===== src/rtl/add_pkg.sv =====
// Shared sizing constants and helpers for the segmented adder and the Karatsuba top.
// Pure package: no logic, no state.
package add_pkg;

    localparam int ADD_WIDTH_DEF = 64;
    localparam int ADD_SEG_DEF   = 16;

    function automatic int nseg(input int width, input int seg);
        return width / seg;
    endfunction

endpackage


===== src/rtl/add_seg.sv =====
// One SEG-bit ripple segment of the pipelined adder.
// Latency: combinational. Backpressure: none (pure datapath).
module add_seg #(
    parameter int SEG = 16
) (
    input  logic [SEG-1:0] a,
    input  logic [SEG-1:0] b,
    input  logic           cin,
    output logic [SEG-1:0] sum,
    output logic           cout
);

    assign {cout, sum} = {1'b0, a} + {1'b0, b} + {{SEG{1'b0}}, cin};

endmodule


===== src/rtl/add_pipe_n.sv =====
// Pipelined segmented adder/subtractor: one SEG-bit segment resolved per stage, carry registered between stages.
// Latency: NSEG cycles (beat accepted at edge k is valid after edge k+NSEG-1); one beat per cycle.
// Backpressure: single global enable, in_ready = !out_valid || out_ready; every stage holds while stalled.
module add_pipe_n
    import add_pkg::*;
#(
    parameter int WIDTH = ADD_WIDTH_DEF,
    parameter int SEG   = ADD_SEG_DEF
) (
    input  logic             clk,
    input  logic             rst,
    input  logic             in_valid,
    output logic             in_ready,
    input  logic [WIDTH-1:0] a,
    input  logic [WIDTH-1:0] b,
    input  logic             cin,
    input  logic             sub,
    output logic             out_valid,
    input  logic             out_ready,
    output logic [WIDTH-1:0] sum,
    output logic             cout,
    output logic             ovf
);

    localparam int NSEG = nseg(WIDTH, SEG);

    if (SEG < 1 || WIDTH < SEG || (WIDTH % SEG) != 0) begin : g_bad_params
        $error("add_pipe_n: WIDTH must be a positive multiple of SEG");
    end

    logic             en;
    logic [WIDTH-1:0] b_eff;
    logic             c0;

    assign en       = !out_valid || out_ready;
    assign in_ready = en;
    assign b_eff    = sub ? ~b : b;
    assign c0       = sub | cin;

    // acc_q carries finished sum segments below the current stage and untouched A segments above it;
    // the remaining B' segments ride in a separate register that shrinks by one segment per stage.
    for (genvar i = 0; i < NSEG; i++) begin : g_stage
        logic [WIDTH-1:0] src_acc;
        logic [SEG-1:0]   src_b;
        logic             src_c;
        logic             src_am;
        logic             src_bm;
        logic             src_v;
        logic [SEG-1:0]   seg_sum;
        logic             seg_c;
        logic [WIDTH-1:0] nxt_acc;
        logic [WIDTH-1:0] acc_q;
        logic             cry_q;
        logic             am_q;
        logic             bm_q;
        logic             vld_q;

        if (i == 0) begin : g_head
            assign src_acc = a;
            assign src_b   = b_eff[SEG-1:0];
            assign src_c   = c0;
            assign src_am  = a[WIDTH-1];
            assign src_bm  = b_eff[WIDTH-1];
            assign src_v   = in_valid;
        end else begin : g_body
            assign src_acc = g_stage[i-1].acc_q;
            assign src_b   = g_stage[i-1].g_rem.b_rem_q[SEG-1:0];
            assign src_c   = g_stage[i-1].cry_q;
            assign src_am  = g_stage[i-1].am_q;
            assign src_bm  = g_stage[i-1].bm_q;
            assign src_v   = g_stage[i-1].vld_q;
        end

        add_seg #(
            .SEG(SEG)
        ) u_seg (
            .a   (src_acc[i*SEG +: SEG]),
            .b   (src_b),
            .cin (src_c),
            .sum (seg_sum),
            .cout(seg_c)
        );

        always_comb begin
            nxt_acc                = src_acc;
            nxt_acc[i*SEG +: SEG]  = seg_sum;
        end

        always_ff @(posedge clk) begin
            if (rst) begin
                vld_q <= 1'b0;
                acc_q <= '0;
                cry_q <= 1'b0;
                am_q  <= 1'b0;
                bm_q  <= 1'b0;
            end else if (en) begin
                vld_q <= src_v;
                acc_q <= nxt_acc;
                cry_q <= seg_c;
                am_q  <= src_am;
                bm_q  <= src_bm;
            end
        end

        if (i < NSEG - 1) begin : g_rem
            logic [WIDTH-(i+1)*SEG-1:0] b_rem_d;
            logic [WIDTH-(i+1)*SEG-1:0] b_rem_q;

            if (i == 0) begin : g_rem_head
                assign b_rem_d = b_eff[WIDTH-1:SEG];
            end else begin : g_rem_body
                assign b_rem_d = g_stage[i-1].g_rem.b_rem_q[WIDTH-i*SEG-1:SEG];
            end

            always_ff @(posedge clk) begin
                if (rst) begin
                    b_rem_q <= '0;
                end else if (en) begin
                    b_rem_q <= b_rem_d;
                end
            end
        end
    end

    assign out_valid = g_stage[NSEG-1].vld_q;
    assign sum       = g_stage[NSEG-1].acc_q;
    assign cout      = g_stage[NSEG-1].cry_q;
    // Derived only from last-stage registers, so it is as stable as sum under backpressure.
    assign ovf       = (g_stage[NSEG-1].am_q == g_stage[NSEG-1].bm_q) &&
                       (g_stage[NSEG-1].acc_q[WIDTH-1] != g_stage[NSEG-1].am_q);

endmodule


===== config.mk =====
export PLATFORM = sky130hd
export DESIGN_NAME = add_pipe_n
export DESIGN_NICKNAME = d
export VERILOG_FILES = /design/src/rtl/add_pkg.sv /design/src/rtl/add_seg.sv /design/src/rtl/add_pipe_n.sv
export SDC_FILE = /design/constraint.sdc
export NUM_CORES = 1
export LEC_CHECK = 0
export ABC_AREA = 1
export BUFFER_PORTS_ARGS = -buffer_cell sky130_fd_sc_hd__buf_2
export CAP_MARGIN = 20
export CORE_UTILIZATION = 45
export DETAILED_ROUTE_END_ITERATION = 10
export SKIP_LAST_GASP = 1
export SLEW_MARGIN = 20
export SYNTH_ARGS = -nofsm -noshare
export SYNTH_HDL_FRONTEND = slang
export SYNTH_HIERARCHICAL = 1
export SYNTH_SLANG_ARGS = --single-unit

===== constraint.sdc =====
create_clock -name clk -period 3.3 [get_ports clk]
set_clock_uncertainty 0.1 [all_clocks]
set_input_delay 0.165 -clock clk [delete_from_list [all_inputs] [get_ports clk]]
set_output_delay 0.165 -clock clk [all_outputs]
set_load 0.01 [all_outputs]

# --- After elaboration in Yosys (flattened, before gate mapping) ---
# Cells that the tools add are included.
totals:
  input_bits: 134
  wordCells: 39
  register_bits: 368
  out_inout_bits: 68
op_classes:
  bitwise_logic: 2
  n_eq_ne: 2
  add_sub_neg: 8
  n_reduce_logical: 3
  n_mux: 1
ops:
  columns: ["cell", "n"]
  rows:
  - ["$add 16x16->17", 4]
  - ["$add 17x1->17", 4]
  - ["$mux 64", 1]
  - ["$not 64->64", 1]
  - ["$eq 1x1->1", 1]
  - ["$logic_and 1x1->1", 1]
  - ["$logic_not 1->1", 1]
  - ["$logic_or 1x1->1", 1]
  - ["$ne 1x1->1", 1]
  - ["$or 1x1->1", 1]

# --- Logic depth before layout (Yosys ltp) ---
depth:
  ltp_word: 4
  mapped_depth: 15

# --- Modules after synthesis ---
# Netlist, hierarchy kept.
by_module_without_submodules:
  columns: ["module", "instances", "area_per_inst_um2", "seq_area_each_um2", "cells_per_inst"]
  rows:
  - ["add_pipe_n", 1, 14526.4, 7247.0, 1856]
  - ["add_seg at g_stage[2].u_seg ...", 2, 998.5, 0.0, 188]
  - ["add_seg at g_stage[0].u_seg ...", 2, 985.9, 0.0, 184]

# --- Worst setup path after synthesis ---
# No wires, ideal clock.
synth_path:
  path_type: "input-to-reg"
  startpoint: "input port sub"
  endpoint: "register g_stage[0].acc_q[8]"
  path_slack_ps: 852
  required_time_ps: 3086
  setup_time_ps: 114
  path_stages: 13
  path_buffers: 2
  arrival_time_ps: 2234
  cell_sequence: "buf_2 buf_2 or2_2 fa_1 fa_1 nand2_1 nand2_1 and2_4 nand2_1 nand2_1 xor2_1 nor2_1 nor2_1"
synth_lines:
  columns: ["item", "line", "source"]
  rows:
  - ["from (decl)", "add_pipe_n.sv:17", "input logic sub,"]
  - ["$or 1x1->1", "add_pipe_n.sv:38", "assign c0 = sub | cin;"]
  - ["net c0", "add_pipe_n.sv:33", "logic c0;"]
  - ["$add 17x1->17", "add_seg.sv:13", "assign {cout, sum} = {1'b0, a} + {1'b0, b} + {{SEG{1'b0}}, cin};"]
  - ["net g_stage[0].seg_sum[8]", "add_pipe_n.sv:49", "logic [SEG-1:0] seg_sum;"]
  - ["to (signal assigned)", "add_pipe_n.sv:98", "acc_q <= nxt_acc;"]
  - ["to (decl)", "add_pipe_n.sv:52", "logic [WIDTH-1:0] acc_q;"]
# The timed path passes the listed nets, and every way through them passes these cells.
# A chain may end at the register's enable or synchronous reset.

# --- Worst setup path in the final report ---
layout_path:
  startpoint: "register g_stage[1].acc_q[32]"
  endpoint: "register g_stage[2].acc_q[46]"
layout_via:
  elab_chain_cells: 2
layout_rtl:
  columns: ["item", "line"]
  rows:
  - ["from (decl)", "add_pipe_n.sv:52"]
  - ["from (signal assigned)", "add_pipe_n.sv:98"]
  - ["$add 16x16->17", "add_seg.sv:13"]
  - ["$add 17x1->17", "add_seg.sv:13"]
  - ["net g_stage[2].seg_sum[14]", "add_pipe_n.sv:49"]
  - ["to (signal assigned)", "add_pipe_n.sv:98"]
  - ["to (decl)", "add_pipe_n.sv:52"]
# The timed path passes the listed nets, and every way through them passes these cells.

==> out/qor.csv <==
stage,metric,value,unit
critical_path,maximum net fanout on the critical path,3,
clock_network,Post-CTS Setup Bufs,0,
critical_path,most frequent cell on the critical path,nand2_1,
global_routing,pin count of the biggest net entering global routing,171,
drt,vias per cell,4.695,
drt,final WL,42.55,mm
die,Core Rows,73,
synth,"Seq/Total Area, Yosys",0.3918,
drt,DR iter-0 viols,760,
drt,drt pass-1 iters,5,
critical_path,crit-path max cell delay,0.51,ns
clock_network,"Reg clk slew, reported paths",0.06,ns
cells_and_area,layout cell share with drive strength beyond 1,0.1291,
die,I/O pins,202,
clock_network,Longest Clk Path Bufs,3,
critical_path,category of the critical setup timing path,reg -> reg,
global_routing,Top Usage Layer GRT,met2,
cells_and_area,fin util,0.5492,
drt,Residual DRC,0,
synth,proportion of synthesized area in mux cells,0,
clock_network,CTS H-tree depth,2,
synth,Post-Synth Simple-Gate Area,0.3163,
clock_network,TritonCTS clock tree,built,
global_routing,gr usage total,0.2036,
cells_and_area,Sequential Area,7248,um2
sta,Max Clk Rate,0.4388,GHz
synth,"area leader, netlist",dfxtp_1,
clock_network,clock sink count,362,
synth,Area contributors post-synth,"dfxtp_1, nor2_1, o21bai_1, nand2_1, ha_1",
synth,yosys warns,6,
sta,final hold violations,0,
flow_run,maxcap violations,0,
synth,register bit total from synthesis,362,
synth,Compound-Gate Fraction of Synth Area,0.1372,
clock_network,CTS Hold Bufs,100,
placed_design,Post-DP Area,19650,um2
critical_path,CP required,3.64,ns
placed_design,routability cong.,0.8689,
sta,worst slew pin tran,0.9703,ns
synth,post-synthesis cell area,18500,um2
synth,post-synthesis xor/xnor area fraction,0.02084,
synth,syn nets,2802,
cells_and_area,filler instances,3946,
die,Die Wd,204.7,um
sta,"crit path setup slack, layout",1.021,ns
clock_network,post_cts resized,0,
sta,Final Max Tran Viols,0,
drt,vias,15860,
sta,endpoints failing setup,0,
cells_and_area,"commonest cells after routing, fill and taps aside","nor2_1, nand2_1, dfxtp_1",
synth,top cell type's share of synthesized area,0.3918,
placed_design,post-place setup slack,0.8237,ns
cells_and_area,Syn-to-layout area delta,19.06,%
drt,wire per inst,12.59,um
clock_network,Root Buffer,clkbuf_16,
worst_hold_path,type of the tightest min-delay check,in -> reg,
global_routing,initial antenna violation count,5,
die,die area,41910,um2
placed_design,half-perimeter wire length after placement,27.32,mm
cells_and_area,nets@finish,3024,
critical_path,crit end category,register,
clock_network,Clock Latency Late Sink,0.55,ns
critical_path,Worst EP arrival,2.62,ns
critical_path,CP Launch Type,register,
outcome,status,finished clean,
die,Die Ht,204.7,um
die,Starting Density,0.4613,
pwr,total power,0.01115,W
global_routing,met2 Use GR,0.3364,
cells_and_area,final design area excluding fillers,22020,um2
drt,Antenna Violating Nets Remaining,0,
critical_path,critical path cell sequence,"fa_1, fa_1, nand2_1, nand3_1, nand3_1, nand2_1, nand2_1, nand2_1, nand2_1, nand2_1, nor2_1, nor2_1",
synth,syn avg cell area,7.114,um2
global_routing,first-pass GRT wire length,71.13,mm
pwr,Pwr per Cell Area,506.2,nW/um2
synth,Synth cell types,34,
sta,Slew Limit Headroom,0.3522,
pwr,P_leak,10.60,nW
pwr,peak supply drop,0.3244,mV
global_routing,vias in the first global route,15010,
sta,RSZ-0062 raised after global routing,false,
sta,crit share post-route,0.6905,
global_routing,GRT overflow,0,
synth,post-synthesis adder-cell area fraction,0.04925,
sta,post-layout min period,2.279,ns
die,Core ar.,40100,um2
synth,cells after synthesis,2600,
global_routing,met3 global-route usage,0.02943,
critical_path,Crit-path slowest cell,fa_1,
placed_design,PortBufs,201,
sta,Setup TNS,0,ns
cells_and_area,area of the multi-input gates,9698,um2
synth,largest family of logic cells by synthesized area,simple AND/OR/NAND/NOR gates,
critical_path,Worst path top cell family by delay,adder cells,
global_routing,met1 Use GR,0.2627,
critical_path,Buffers & Inverters on Critical Path,0,
cells_and_area,"commonest non-fill, non-tap cell in the layout",nor2_1,
clock_network,clock buffer count from CTS,40,
where the power goes:
part	internal [W]	leakage [nW]	switching [W]
clock	0.00281	0.671	0.00177
sequential	0.00471	2.98	0.000177
combinational	0.000755	6.95	0.000924
flip-flops by register name, indices dropped and copies added, names as in the netlist:
signal                 flops
g_stage.cry_q              3
out_valid                  1
g_stage.am_q               1
sum                       64
g_stage.vld_q              3
g_stage.bm_q               4
g_stage.g_rem.b_rem_q     93
g_stage.acc_q            192
cout                       1
cell families (layout without fill, tap and decap cells):
family | count (synthesis) | in the layout
and+or+nand+nor | 1426 | 1426
DFF | 362 | 362
buffers and inverters | 354 | 604
AOI/OAI and AO/OA | 346 | 346
adders and majority gates | 68 | 68
xor gates and xnor gates | 44 | 44
other | 0 | 4
stage by stage:
stage,hold slack (ns),std cells
2_1_floorplan,0.1999,2600
3_3_place_gp,0.2845,3205
3_5_place_dp,0.2919,3205
4_1_cts,0.002910,3375
5_1_grt,0.05135,3378
6_report,0.02271,3379
routing by layer:
metal	part of all wire	wire, um
met4	0.038	1629
met2	0.45	19070
met1	0.48	20490
met5	0.00019	8
met3	0.032	1358
path summary, 6_finish.rpt:
path,cells past startpoint,from,endpoint,slack [ns]
max,12,g_stage[1].acc_q[32],g_stage[2].acc_q[46],1.02
max reg2reg,12,g_stage[1].acc_q[32],g_stage[2].acc_q[46],1.02
min reg2reg,2,g_stage[1].vld_q,g_stage[2].vld_q,0.37
min,6,a[15],g_stage[0].cry_q,0.02
worst reg2reg max path, stage by stage, from the launching register on:
cell and delay [ns]:
dfxtp_1 0.33, fa_1 0.51, fa_1 0.44, nand2_1 0.12
nand3_1 0.07, nand3_1 0.07, nand2_1 0.10, nand2_1 0.11
nand2_1 0.06, nand2_1 0.06, nand2_1 0.05, nor2_1 0.10
nor2_1 0.05
cells in the mapped netlist, drive strengths merged:
cell,number
buf,90
or2,5
clkinv,1
and2,2
xor2,42
a21oi,31
o21ai,2
nand4,4
nor2,764
dfxtp,362
nor3,14
fa,8
nand2,543
o21bai,311
inv,217
nand3,42
a211oi,2
nand3b,52
xnor2,2
ha,60
clkbuf,46
final cells by class:
| class | instances | share of cell area |
|---|---|---|
| diodes | 4 | 0.0004545 |
| clock buffers | 58 | 0.05403 |
| clock inverters | 12 | 0.007898 |
| inverters | 218 | 0.03716 |
| multi-input cells | 1884 | 0.4404 |
| flip-flops and latches | 362 | 0.3291 |
| well taps | 525 | 0.02983 |
| repair buffers | 316 | 0.1011 |
No activity file was read; power rests on OpenSTA's default activity.
